## src/rtl/tmr_time_redundant_sequencer_pkg.sv

```systemverilog
// Shared definitions for the time-redundant TMR sequencer.
// Holds the FSM state encoding and the default widths and retry limit
// used by the sequencer top level.
package tmr_time_redundant_sequencer_pkg;

  localparam int WIDTH_DEF     = 32;
  localparam int OPW_DEF       = 5;
  localparam int MAX_RETRY_DEF = 2;
  localparam int CNTW_DEF      = 16;

  typedef enum logic [2:0] {
    ST_IDLE  = 3'd0,
    ST_EXEC0 = 3'd1,
    ST_EXEC1 = 3'd2,
    ST_EXEC2 = 3'd3,
    ST_VOTE  = 3'd4,
    ST_RESP  = 3'd5
  } state_e;

endpackage

```

## src/rtl/tmr_time_redundant_sequencer_sat_counter.sv

```systemverilog
// Saturating up-counter for fault statistics.
// Ports:
//   clock - rising-edge clock
//   reset - synchronous active-high clear
//   inc   - count one event this cycle
//   count - current value, sticks at all-ones
module tmr_time_redundant_sequencer_sat_counter #(
  parameter int W = 16
) (
  input  logic         clock,
  input  logic         reset,
  input  logic         inc,
  output logic [W-1:0] count
);

  logic [W-1:0] count_q;
  logic [W-1:0] count_d;

  always_comb begin
    count_d = count_q;
    if (inc && (count_q != '1)) count_d = count_q + 1'b1;
  end

  always_ff @(posedge clock) begin
    if (reset) count_q <= '0;
    else       count_q <= count_d;
  end

  assign count = count_q;

endmodule

```

## src/rtl/tmr_time_redundant_sequencer.sv

```systemverilog
// Time-redundant TMR sequencer.
// Accepts one ALU request, runs it three times on a shared combinational
// ALU, hands the three captured copies to an external majority voter and
// retries the whole triple while the voter reports no majority, up to
// MAX_RETRY times. The voted result is returned with corrected/failed
// flags; saturating counters track corrected and failed responses.
// Ports:
//   clock, reset                   - clock, synchronous active-high reset
//   in_valid/in_ready/in_a/in_b/in_op - request handshake and operands
//   alu_a/alu_b/alu_op, alu_result - shared ALU interface
//   res0/res1/res2                 - captured copies to the voter
//   vote_out/vote_error/vote_invalid - voter verdict
//   out_valid/out_ready/out_result/out_corrected/out_failed - response
//   retry_count                    - retries used by current response
//   err_count/fail_count           - saturating fault counters
module tmr_time_redundant_sequencer
  import tmr_time_redundant_sequencer_pkg::*;
#(
  parameter int WIDTH     = WIDTH_DEF,
  parameter int OPW       = OPW_DEF,
  parameter int MAX_RETRY = MAX_RETRY_DEF,
  parameter int CNTW      = CNTW_DEF
) (
  input  logic             clock,
  input  logic             reset,
  input  logic             in_valid,
  output logic             in_ready,
  input  logic [WIDTH-1:0] in_a,
  input  logic [WIDTH-1:0] in_b,
  input  logic [OPW-1:0]   in_op,
  output logic [WIDTH-1:0] alu_a,
  output logic [WIDTH-1:0] alu_b,
  output logic [OPW-1:0]   alu_op,
  input  logic [WIDTH-1:0] alu_result,
  output logic [WIDTH-1:0] res0,
  output logic [WIDTH-1:0] res1,
  output logic [WIDTH-1:0] res2,
  input  logic [WIDTH-1:0] vote_out,
  input  logic             vote_error,
  input  logic             vote_invalid,
  output logic             out_valid,
  input  logic             out_ready,
  output logic [WIDTH-1:0] out_result,
  output logic             out_corrected,
  output logic             out_failed,
  output logic [1:0]       retry_count,
  output logic [CNTW-1:0]  err_count,
  output logic [CNTW-1:0]  fail_count
);

  localparam logic [1:0] MAX_L = 2'(MAX_RETRY);

  state_e           state_q;
  logic [1:0]       attempt_q;
  logic [WIDTH-1:0] alu_a_q, alu_b_q;
  logic [OPW-1:0]   alu_op_q;
  logic [WIDTH-1:0] res0_q, res1_q, res2_q;
  logic [WIDTH-1:0] out_result_q;
  logic             out_valid_q, out_corrected_q, out_failed_q;
  logic [1:0]       retry_count_q;
  logic             retry_ok;
  logic             err_inc, fail_inc;

  // The ALU operand registers double as the latched request: they are
  // loaded once at acceptance and simply held through every attempt.
  assign in_ready = (state_q == ST_IDLE) && !reset;
  assign retry_ok = (attempt_q < MAX_L);
  assign err_inc  = (state_q == ST_VOTE) && !vote_invalid && vote_error;
  assign fail_inc = (state_q == ST_VOTE) && vote_invalid && !retry_ok;

  always_ff @(posedge clock) begin
    if (reset) begin
      state_q         <= ST_IDLE;
      attempt_q       <= '0;
      alu_a_q         <= '0;
      alu_b_q         <= '0;
      alu_op_q        <= '0;
      res0_q          <= '0;
      res1_q          <= '0;
      res2_q          <= '0;
      out_result_q    <= '0;
      out_valid_q     <= 1'b0;
      out_corrected_q <= 1'b0;
      out_failed_q    <= 1'b0;
      retry_count_q   <= '0;
    end else begin
      case (state_q)
        ST_IDLE: begin
          if (in_valid) begin
            alu_a_q   <= in_a;
            alu_b_q   <= in_b;
            alu_op_q  <= in_op;
            attempt_q <= '0;
            state_q   <= ST_EXEC0;
          end
        end
        ST_EXEC0: begin
          res0_q  <= alu_result;
          state_q <= ST_EXEC1;
        end
        ST_EXEC1: begin
          res1_q  <= alu_result;
          state_q <= ST_EXEC2;
        end
        ST_EXEC2: begin
          res2_q  <= alu_result;
          state_q <= ST_VOTE;
        end
        ST_VOTE: begin
          if (vote_invalid && retry_ok) begin
            attempt_q <= attempt_q + 1'b1;
            state_q   <= ST_EXEC0;
          end else begin
            out_result_q    <= vote_out;
            out_corrected_q <= !vote_invalid && vote_error;
            out_failed_q    <= vote_invalid;
            retry_count_q   <= attempt_q;
            out_valid_q     <= 1'b1;
            state_q         <= ST_RESP;
          end
        end
        ST_RESP: begin
          if (out_ready) begin
            out_valid_q <= 1'b0;
            state_q     <= ST_IDLE;
          end
        end
        default: state_q <= ST_IDLE;
      endcase
    end
  end

  tmr_time_redundant_sequencer_sat_counter #(.W(CNTW)) u_err_cnt (
    .clock (clock),
    .reset (reset),
    .inc   (err_inc),
    .count (err_count)
  );

  tmr_time_redundant_sequencer_sat_counter #(.W(CNTW)) u_fail_cnt (
    .clock (clock),
    .reset (reset),
    .inc   (fail_inc),
    .count (fail_count)
  );

  assign alu_a         = alu_a_q;
  assign alu_b         = alu_b_q;
  assign alu_op        = alu_op_q;
  assign res0          = res0_q;
  assign res1          = res1_q;
  assign res2          = res2_q;
  assign out_valid     = out_valid_q;
  assign out_result    = out_result_q;
  assign out_corrected = out_corrected_q;
  assign out_failed    = out_failed_q;
  assign retry_count   = retry_count_q;

endmodule
```

## config.mk

```make
export PLATFORM = sky130hd
export DESIGN_NAME = tmr_time_redundant_sequencer
export DESIGN_NICKNAME = d
export VERILOG_FILES = /design/src/rtl/tmr_time_redundant_sequencer_pkg.sv /design/src/rtl/tmr_time_redundant_sequencer_sat_counter.sv /design/src/rtl/tmr_time_redundant_sequencer.sv
export SDC_FILE = /design/constraint.sdc
export NUM_CORES = 1
export LEC_CHECK = 0
export BUFFER_PORTS_ARGS = -buffer_cell sky130_fd_sc_hd__buf_2
export CORE_AREA = 4 4 149 151
export CTS_CLUSTER_DIAMETER = 120
export DETAILED_ROUTE_END_ITERATION = 8
export DIE_AREA = 0 0 153 155
export GPL_ROUTABILITY_DRIVEN = 0
export PLACE_DENSITY_LB_ADDON = 0.25
export REMOVE_ABC_BUFFERS = 1
export SYNTH_ARGS = -nofsm -noshare
export SYNTH_HDL_FRONTEND = slang
export SYNTH_SLANG_ARGS = --single-unit
```

## constraint.sdc

```tcl
create_clock -name clock -period 1.9 [get_ports clock]
set_input_delay 0.38 -clock clock [delete_from_list [all_inputs] [get_ports clock]]
set_output_delay 0.38 -clock clock [all_outputs]
set_load 0.01 [all_outputs]
```

==> run summary, run 1 <==
After floorplanning, the core was sized to cover 20800 um2. Leaving out fill and tap cells, the most frequent cells in the layout are sky130_fd_sc_hd__nand2_1 (415), sky130_fd_sc_hd__buf_2 (372), sky130_fd_sc_hd__dfxtp_1 (236), sky130_fd_sc_hd__a21oi_1 (224), sky130_fd_sc_hd__buf_4 (47). Number of failing setup endpoints in the final timing report: 8. The portion of total power attributed to sequential cells was 0.474. Mean instance size in the synthesized netlist: 7.90 um2. Synthesis instantiated 43 different standard cells from the library. Die width: 153 um.

The root buffer cell chosen for the clock tree is sky130_fd_sc_hd__clkbuf_16. The floorplan step set the die height to 155 um. Mean number of vias per cell: 5.06. The detailed-routing iteration count for the pre-antenna-repair pass is 5, and the slew at the pin closest to its max-slew limit is 0.476 ns. The compound-cell area share of the yosys netlist was 0.161; the count of placed standard cells in the final layout, fillers left out was 1788. The portion of total power attributed to the clock network is 0.409.

For the number of top-level design ports, the log shows 374. The internal portion of the total power is 8440 uW. For the number of hold-slack violations in the final timing report, the log shows 0. TritonCTS built the clock tree. Mux contribution to synthesized area: 0.00896. Clock-pin transition on the worst setup and hold timing paths: 0.06 ns.

In the synthesized netlist, the number of instances is 1114. The run gives 0.544 as the post-synthesis sequential area ratio. The tools report the setup slack on the worst flop-to-flop path as -0.05 ns.

The number of global-route vias before repair came out at 8443. The analysis attributes to net switching a power of 2840 uW. The adder-cell share of the synthesized area works out to 0.00284.

The final reports fail on negative setup slack. The clock reaches the later pin of the worst-skew pair after 0.51 ns. The number of clock buffers added by TritonCTS is 25.

The path class of the tightest hold or removal check is input pin to flop. The xor/xnor share of the synthesized area works out to 0. STA classifies the critical path endpoint as a flop.

The critical path buffer and inverter count is 1. The largest area contributor in the synthesized netlist is sky130_fd_sc_hd__dfxtp_1. In this design, the stage delay of the slowest critical-path cell is 0.55 ns. After synthesis the cells add up to 8800 um2. Leaving out fill and tap cells, the most frequent cell in the layout is sky130_fd_sc_hd__nand2_1.

The run gives 433 as the DRC violation total after the first TritonRoute iteration. The max-slew violation count was 0; the simple-gate portion of the synthesized area was 0.246. For the endpoint required time on the critical path, the log shows 2.29 ns. The switching power share of the total is 0.252, and the sum of internal, switching and leakage power is 11300 uW.

The floorplan has 53 rows. The full die area was 23700 um2. Number of synthesized register bits: 239. Traced cell by cell, the critical path runs through or3b_4, buf_6, or4b_4, o311ai_1, o41ai_1. In the routed design, unresolved DRC markers number 0.

The most used flip-flop cell after synthesis is sky130_fd_sc_hd__dfxtp_1. Worst setup slack before clock tree synthesis: -0.229 ns. The run gives 0.116 as the proportion of power drawn by combinational gates.

The overall global routing resource usage is 0.224. Setup repair after global routing could not meet its margin everywhere. The longest clock path from root to sink contains 3 buffers. The first global-routing pass estimated 44500 um of wire. Initial core utilization: 0.423. The top-area cell type share of the netlist area was 0.544. The flow ran to the end, but the final reports show violations. Entering global routing, the biggest net connects 70 pins. Derived from the worst setup path, the maximum achievable clock frequency is 0.512 GHz. The logs give 1737 for the number of placed cells counting well taps and 1 for the total number of H-tree levels.

By area the synthesized netlist is led by sky130_fd_sc_hd__dfxtp_1 (54%), sky130_fd_sc_hd__nand2_1 (18%), sky130_fd_sc_hd__a21oi_1 (13%), sky130_fd_sc_hd__clkbuf_1 (3.4%), sky130_fd_sc_hd__or4_1 (1.1%). The worst path needs 1.95 ns of the cycle, external delays included. Summed over all layers, the global routing overflow is 0.

The total half-perimeter wirelength after legalization and detailed placement is 19800 um, and the fraction of final layout cells with drive strength greater than 1 is 0.339. The number of enable flip-flop cells after synthesis was 0. The startpoint type of the worst setup path is a flop.

The total power per unit cell area was 921 nW/um2. For the number of antenna violations at the first check in global routing, the log shows 3. The tools report the final worst slack as -0.0537 ns. In this run the tool buffered the top-level ports with 373 buffer cells. The number of nets still failing antenna checks after routing was 0; the number of fill cells was 1918. The count of max-cap constraint violations was 0.

By area, the combinational part of the netlist is dominated by simple AND/OR/NAND/NOR gates. The async set-reset flop share out of synthesis came out at 0. The final routed wirelength across all metal layers is 28500 um, and the area added between synthesis and finish is 39.1%. At the worst endpoint, the arrival time is 2.34 ns.

For the final database, setup skew stands at 0.00632 ns. Summed over all cells, the static leakage comes to 0.00539 uW. Buffers inserted to repair hold after CTS numbered 0. VDD sags by at most 0.612 mV. For this design, the slowest cell found on the critical path is sky130_fd_sc_hd__or4b_4. The number of nets in the finished design is 1635, and the average routed wire per standard cell is 15.9 um. The share of the cycle needed by the critical path after routing is 1.03, and the largest fanout on the critical path is 6. The relative slew slack was 0.682; the total of warnings raised by yosys was 0. The count of vias placed by the detailed router was 9041. In this design, the largest share of critical-path delay is due to simple AND/OR/NAND/NOR gates. The number of sinks driven by the clock tree was 239.

Summed over all failing endpoints, the final setup total negative slack is -0.298 ns. The classification of the worst setup path is flop to flop.
==> flip-flops by register name (all words and copies together) (netlist names) <==
signal / cells
out_result: 32
res2: 32
u_fail_cnt.count: 16
alu_op: 5
res1: 32
state_q: 3
attempt_q: 2
out_valid: 1
retry_count: 2
alu_b: 32
res0: 32
out_corrected: 1
out_failed: 1
u_err_cnt.count: 16
alu_a: 32
==> cell usage after synthesis, types with 2 or more instances <==
library cell,n
sky130_fd_sc_hd__o21ai_0,11
sky130_fd_sc_hd__o41ai_1,5
sky130_fd_sc_hd__or2_2,3
sky130_fd_sc_hd__buf_2,2
sky130_fd_sc_hd__inv_1,6
sky130_fd_sc_hd__nand2b_1,2
sky130_fd_sc_hd__and2_1,2
sky130_fd_sc_hd__clkbuf_1,79
sky130_fd_sc_hd__o311ai_0,2
sky130_fd_sc_hd__and4_1,2
sky130_fd_sc_hd__a21oi_1,228
sky130_fd_sc_hd__o31ai_1,12
sky130_fd_sc_hd__nor3b_1,2
sky130_fd_sc_hd__mux2_2,6
sky130_fd_sc_hd__nor2b_1,6
sky130_fd_sc_hd__o21a_1,2
sky130_fd_sc_hd__dfxtp_1,239
sky130_fd_sc_hd__or4_1,13
sky130_fd_sc_hd__nor3_1,2
sky130_fd_sc_hd__nand3_1,9
sky130_fd_sc_hd__nand4_1,12
sky130_fd_sc_hd__nor2_1,15
sky130_fd_sc_hd__or3b_2,5
sky130_fd_sc_hd__nand2_1,416
sky130_fd_sc_hd__or3_1,5
sky130_fd_sc_hd__and3_1,2
sky130_fd_sc_hd__nor4_1,9
sky130_fd_sc_hd__ha_1,2
==> worst paths after layout <==
kind / cells after the start / to / start
setup / recovery: 5 / u_err_cnt.count[10] / state_q[2]
hold / removal: 3 / out_result[30] / vote_out[30]
setup reg to reg: 5 / u_err_cnt.count[10] / state_q[2]
hold reg to reg: 2 / res1[15] / res1[15]
==> power by group through the flow <==
stage | registers [uW] | clock network [uW] | logic, uW
after floorplan | 5570 | 0 | 455
after global placement | 5450 | 0 | 1290
after detailed placement | 5450 | 0 | 1300
after CTS | 5350 | 4740 | 1310
after global routing | 5380 | 4940 | 1460
final | 5350 | 4620 | 1310
==> worst register-to-register path, delay by kind of cell, from the launching register on <==
| kind | cells | cell delay (ns) |
|---|---|---|
| DFF | 1 | 0.34 |
| and+or+nand+nor | 2 | 0.96 |
| buffers and inverters | 1 | 0.15 |
| AOI/OAI and AO/OA | 2 | 0.39 |
==> final cells by class <==
cell class | instances | area (um2) | area share
repair buffers | 435 | 2460 | 0.201
clock buffers | 39 | 748 | 0.0611
inverters | 6 | 22.5 | 0.00184
well taps | 275 | 344 | 0.0281
diodes | 3 | 7.51 | 0.000613
clock inverters | 4 | 23.8 | 0.00194
multi-input cells | 787 | 3850 | 0.315
flip-flops and latches | 239 | 4790 | 0.391
==> cells by family (layout without fill, tap and decap cells) <==
kind of cell | Yosys count | in the layout
adder cells (fa/ha/maj) | 2 | 2
AND/OR/NAND/NOR | 512 | 512
buffers and inverters | 88 | 484
flip-flops | 239 | 239
other | 0 | 3
AO/OA/AOI/OAI | 266 | 266
multiplexers | 7 | 7
==> repair_timing <==
action / in CTS / in global routing
pin swaps: 5 / 8
buffers inserted: 0 / 5
endpoints found under the setup margin: 15 / 22
resized for setup: 17 / 23
==> metrics by stage <==
stage | utilization | cell area, um2 | hold slack [ns]
finish | 0.588 | 12200 | 0.106
floorplan | - | 8490 | 0.449
global placement | 0.540 | 11300 | 0.438
CTS | 0.581 | 12100 | 0.0771
global route | 0.588 | 12200 | 0.0878
detailed placement | 0.540 | 11300 | 0.443
==> metal layers <==
layer	up-vias	routed length (um)	share of wire	GRT usage
li1	4480	-	-	-
met2	360	13800	0.48	0.381
met4	0	1030	0.036	0.0840
met1	4143	11200	0.39	0.272
met3	58	2430	0.085	0.0623
met5	-	0	0	0
Note: power is estimated with default switching activity, not from simulation.
==> run 2: changes to the inputs <==
- CORE_AREA: 4 4 149 151 -> 4 4 151 153
- DIE_AREA: 0 0 153 155 -> 0 0 155 157
- SYNTH_HIERARCHICAL: not set -> 1
==> run 2 against run 1 <==
Net effect: the run still ends with negative setup slack left; global-route usage shrank 1.2 points; clock power grew 6.1%; count of clock-buffer cells in the layout shrank 3; combinational power grew 3%; critical endpoint is now u_err_cnt/count[12].
==> run summary, run 2 <==
Including well taps, the total number of placed cells is 1703. The run gives 2.30 ns as the endpoint required time on the critical path. The floorplan step set the die height to 157 um. The logs give 1 for the number of failing setup endpoints in the final timing report and 54 for the floorplan row count. The total number of H-tree levels is 1. The startpoint type of the worst setup path was a flop. The amount of wire on met2 after detailed routing was 13200 um. The kind of capture point of the worst setup path is a flop. The worst hold path begins at in_b[26].

The relative slew slack is 0.520. Max-slew violation count: 0. The Yosys step of the flow raised 6 warnings.

The number of remaining DRC errors was 0; the compound-cell area share of the yosys netlist was 0.113. The checks that failed: negative setup slack. Along the worst path, the maximum fanout reaches 6. The adder-cell share of the synthesized area is 0.00274. Mux contribution to synthesized area: 0.0760. The worst hold-check path type is input pin to flop. The logs give 26 for the number of clock buffers inserted by TritonCTS and 0 for the count of max-cap constraint violations.

The fraction of final layout cells with drive strength greater than 1 came out at 0.336. The tools report the number of sinks driven by the clock tree as 239. For the overall global routing resource usage, the log shows 0.212.

The critical path goes through nor4b_4, buf_4, and2_4, buf_6, nand4_1, nor4_2, and3_1, nor3_1. The worst vdd rail ir drop is 0.732 mV, and the area added between synthesis and finish is 36.5%. The tools report the synthesized instance count as 1074. The final design utilization is 0.578.

The run gives 0.525 GHz as the top achievable clock speed. The tools report the launch point of the critical path as state_q[0]. The die covers 24300 um2. The arrival time reported for the critical path endpoint was 2.31 ns; the total leakage power was 0.00553 uW. The total overflow reported by the global router was 0. The number of antenna violations at the first check in global routing came out at 3.

The reg-to-reg critical path startpoint is state_q[0]. The tools report the count of vias placed by the detailed router as 8694. In the layout the commonest cells are sky130_fd_sc_hd__buf_2 (372), sky130_fd_sc_hd__nand2_1 (346), sky130_fd_sc_hd__dfxtp_1 (238), sky130_fd_sc_hd__a21oi_1 (157), sky130_fd_sc_hd__mux2i_1 (67). The delay of the slowest cell on the worst path is 0.36 ns.

Largest area contributor in the synthesized netlist: sky130_fd_sc_hd__dfxtp_1. The root buffer cell chosen for the clock tree is sky130_fd_sc_hd__clkbuf_16. On the final layout, the worst clock skew is 0.0107 ns.

The slew at the pin closest to its max-slew limit was 0.712 ns. The tools report the number of hold-slack violations in the final timing report as 0. The run gives -0.00588 ns as the final worst slack.

The commonest cells after synthesis are sky130_fd_sc_hd__nand2_1 (347), sky130_fd_sc_hd__dfxtp_1 (239), sky130_fd_sc_hd__a21oi_1 (158). After synthesis, the largest family of logic cells by area is simple AND/OR/NAND/NOR gates. Count of distinct cell types in the synthesized netlist: 48.

The first-pass GRT wire length is 42900 um. The tools report the number of top-level design ports as 374. The flow ran to the end, but the final reports show violations.

The later pin in the worst-skew pair is clocked with a latency of 0.52 ns. The initial core utilization is 0.423, and the total of hold buffers inserted after clock tree synthesis is 0. Wire segments on met3 add up to 2430 um in the final route. Power spread over the standard cell area amounts to 932 nW/um2. Routed signal wires occupy layers up through met5.

TritonCTS built the clock tree. The die width works out to 155 um. The top-area cell type share of the netlist area works out to 0.524. The minimum clock period after layout is 1.91 ns. The async set-reset flop share out of synthesis was 0. The simple-gate portion of the synthesized area came out at 0.238. The run gives 1593 as the number of nets in the finished design.

Among all flip-flop cells after synthesis, the most frequent one is sky130_fd_sc_hd__dfxtp_1. Dividing the detail-routed via count by the number of cells gives 4.97. The tools report the number of global-route vias before repair as 8165. For the wire length on met1, the log shows 11000 um. The xor/xnor share of the synthesized area came out at 0.00384. The clock-pin transition on the worst setup and hold timing paths came out at 0.06 ns. A synthesized cell averages 8.50 um2. The classification of the worst setup path is flop to flop.

Setup repair after global routing could not meet its margin everywhere. The floorplan step defined a core boundary enclosing 21600 um2. Port buffering added 373 buffers.

After detailed routing, the average wire length per cell comes to 15.7 um. The largest individual stage delay along the critical path comes from the cell sky130_fd_sc_hd__dfxtp_4. In this run, the number of DRC markers left after iteration 0 of detailed routing was 510. Excluding fillers, the count of instances in the completed layout stands at 1751.

The share of the cycle needed by the critical path after routing came out at 1.00. Ranked by total cell area, the synthesized netlist is headed by sky130_fd_sc_hd__dfxtp_1 (52%), sky130_fd_sc_hd__nand2_1 (14%), sky130_fd_sc_hd__a21oi_1 (8.7%), sky130_fd_sc_hd__mux2i_1 (7.3%), sky130_fd_sc_hd__clkbuf_1 (2.1%). The number of enable flip-flop cells after synthesis works out to 0.

Once detailed placement completed, the half-perimeter wirelength came to 19600 um. In this run the cell area of the synthesized design comes to 9130 um2. Counting along the longest clock path gives a buffer depth of 3. For this run, the detailed router's first-pass iteration total came to 5. The number of synthesized register bits was 239; the final routed wirelength across all metal layers was 27500 um.

The most instantiated library cell after synthesis is sky130_fd_sc_hd__nand2_1. The post-synthesis sequential area ratio is 0.524, and the number of nets still failing antenna checks after routing is 0. Hold is met by 0.0859 ns. Entering global routing, the biggest net connects 78 pins. The commonest non-fill, non-tap cell in the layout is sky130_fd_sc_hd__buf_2.
-- run 2: cell count changes after synthesis, moves of 5 or more --
cell	previous run	this run
sky130_fd_sc_hd__a21oi_1	228	158
sky130_fd_sc_hd__nand2_1	416	347
sky130_fd_sc_hd__mux2i_1	0	67
sky130_fd_sc_hd__nor2_1	15	49
sky130_fd_sc_hd__clkbuf_1	79	51
sky130_fd_sc_hd__buf_2	2	10
sky130_fd_sc_hd__nor3_1	2	9
sky130_fd_sc_hd__buf_6	0	6
sky130_fd_sc_hd__nand4_1	12	7
-- run 2: what timing repair did --
action	in CTS	in global routing
buffers inserted	0	1
setup endpoints to repair	15	21
pin swaps	1	9
resized for setup	7	15
-- run 2: metrics by stage --
| stage | worst slack [ns] | setup TNS, ns | power [uW] | instance area, um2 |
|---|---|---|---|---|
| finish | -0.00588 | -0.00588 | 11600 | 12500 |
| global route | -0.152 | -0.498 | 12100 | 12500 |
| CTS | 0.00290 | 0 | 11700 | 12400 |
| detailed placement | -0.268 | -4.44 | 6810 | 11500 |
| global placement | -0.261 | -3.89 | 6790 | 11500 |
| floorplan | -2.67 | -148.82 | 6090 | 8780 |
-- run 2: worst paths after layout --
path,to,slack [ns],depth (start not counted)
worst max-delay path,u_err_cnt/count[12],-0.006,8
worst min-delay path,alu_b[26],0.09,3
worst max register to register,u_err_cnt/count[12],-0.006,8
worst min register to register,alu_a[15],0.45,2
-- run 2: logic make-up after synthesis --
kind of cell / Yosys count
compound gates: 192
xor+xnor: 4
fa+ha+maj: 2
buf+inv: 82
flops: 239
mux: 69
simple gates: 486
-- run 2: worst max-delay path, delay by kind of cell, from the launching register on --
family                 cells  cell delay, ns
AND/OR/NAND/NOR            6            1.15
flip-flops                 1            0.36
buffers and inverters      2            0.26
-- run 2: power by group --
group | switching, uW | internal [uW] | total [uW]
combinational | 806 | 549 | 1350
sequential | 111 | 5240 | 5350
clock | 2020 | 2880 | 4900
-- run 2: per-layer routing --
metal / GRT usage / vias to the layer above
li1: - / 4366
met1: 0.260 / 3970
met2: 0.354 / 295
met3: 0.0671 / 61
met4: 0.0757 / 2
met5: 0 / -
-- run 2: final cells by class --
class,count,area (um2)
Sequential cell,239,4790
Multi-Input combinational cell,753,4060
Inverter,9,33.8
Fill cell,1995,9100
Antenna cell,2,5.00
Tap cell,280,350
Clock buffer,36,748
Timing Repair Buffer,423,2390
Clock inverter,9,87.6
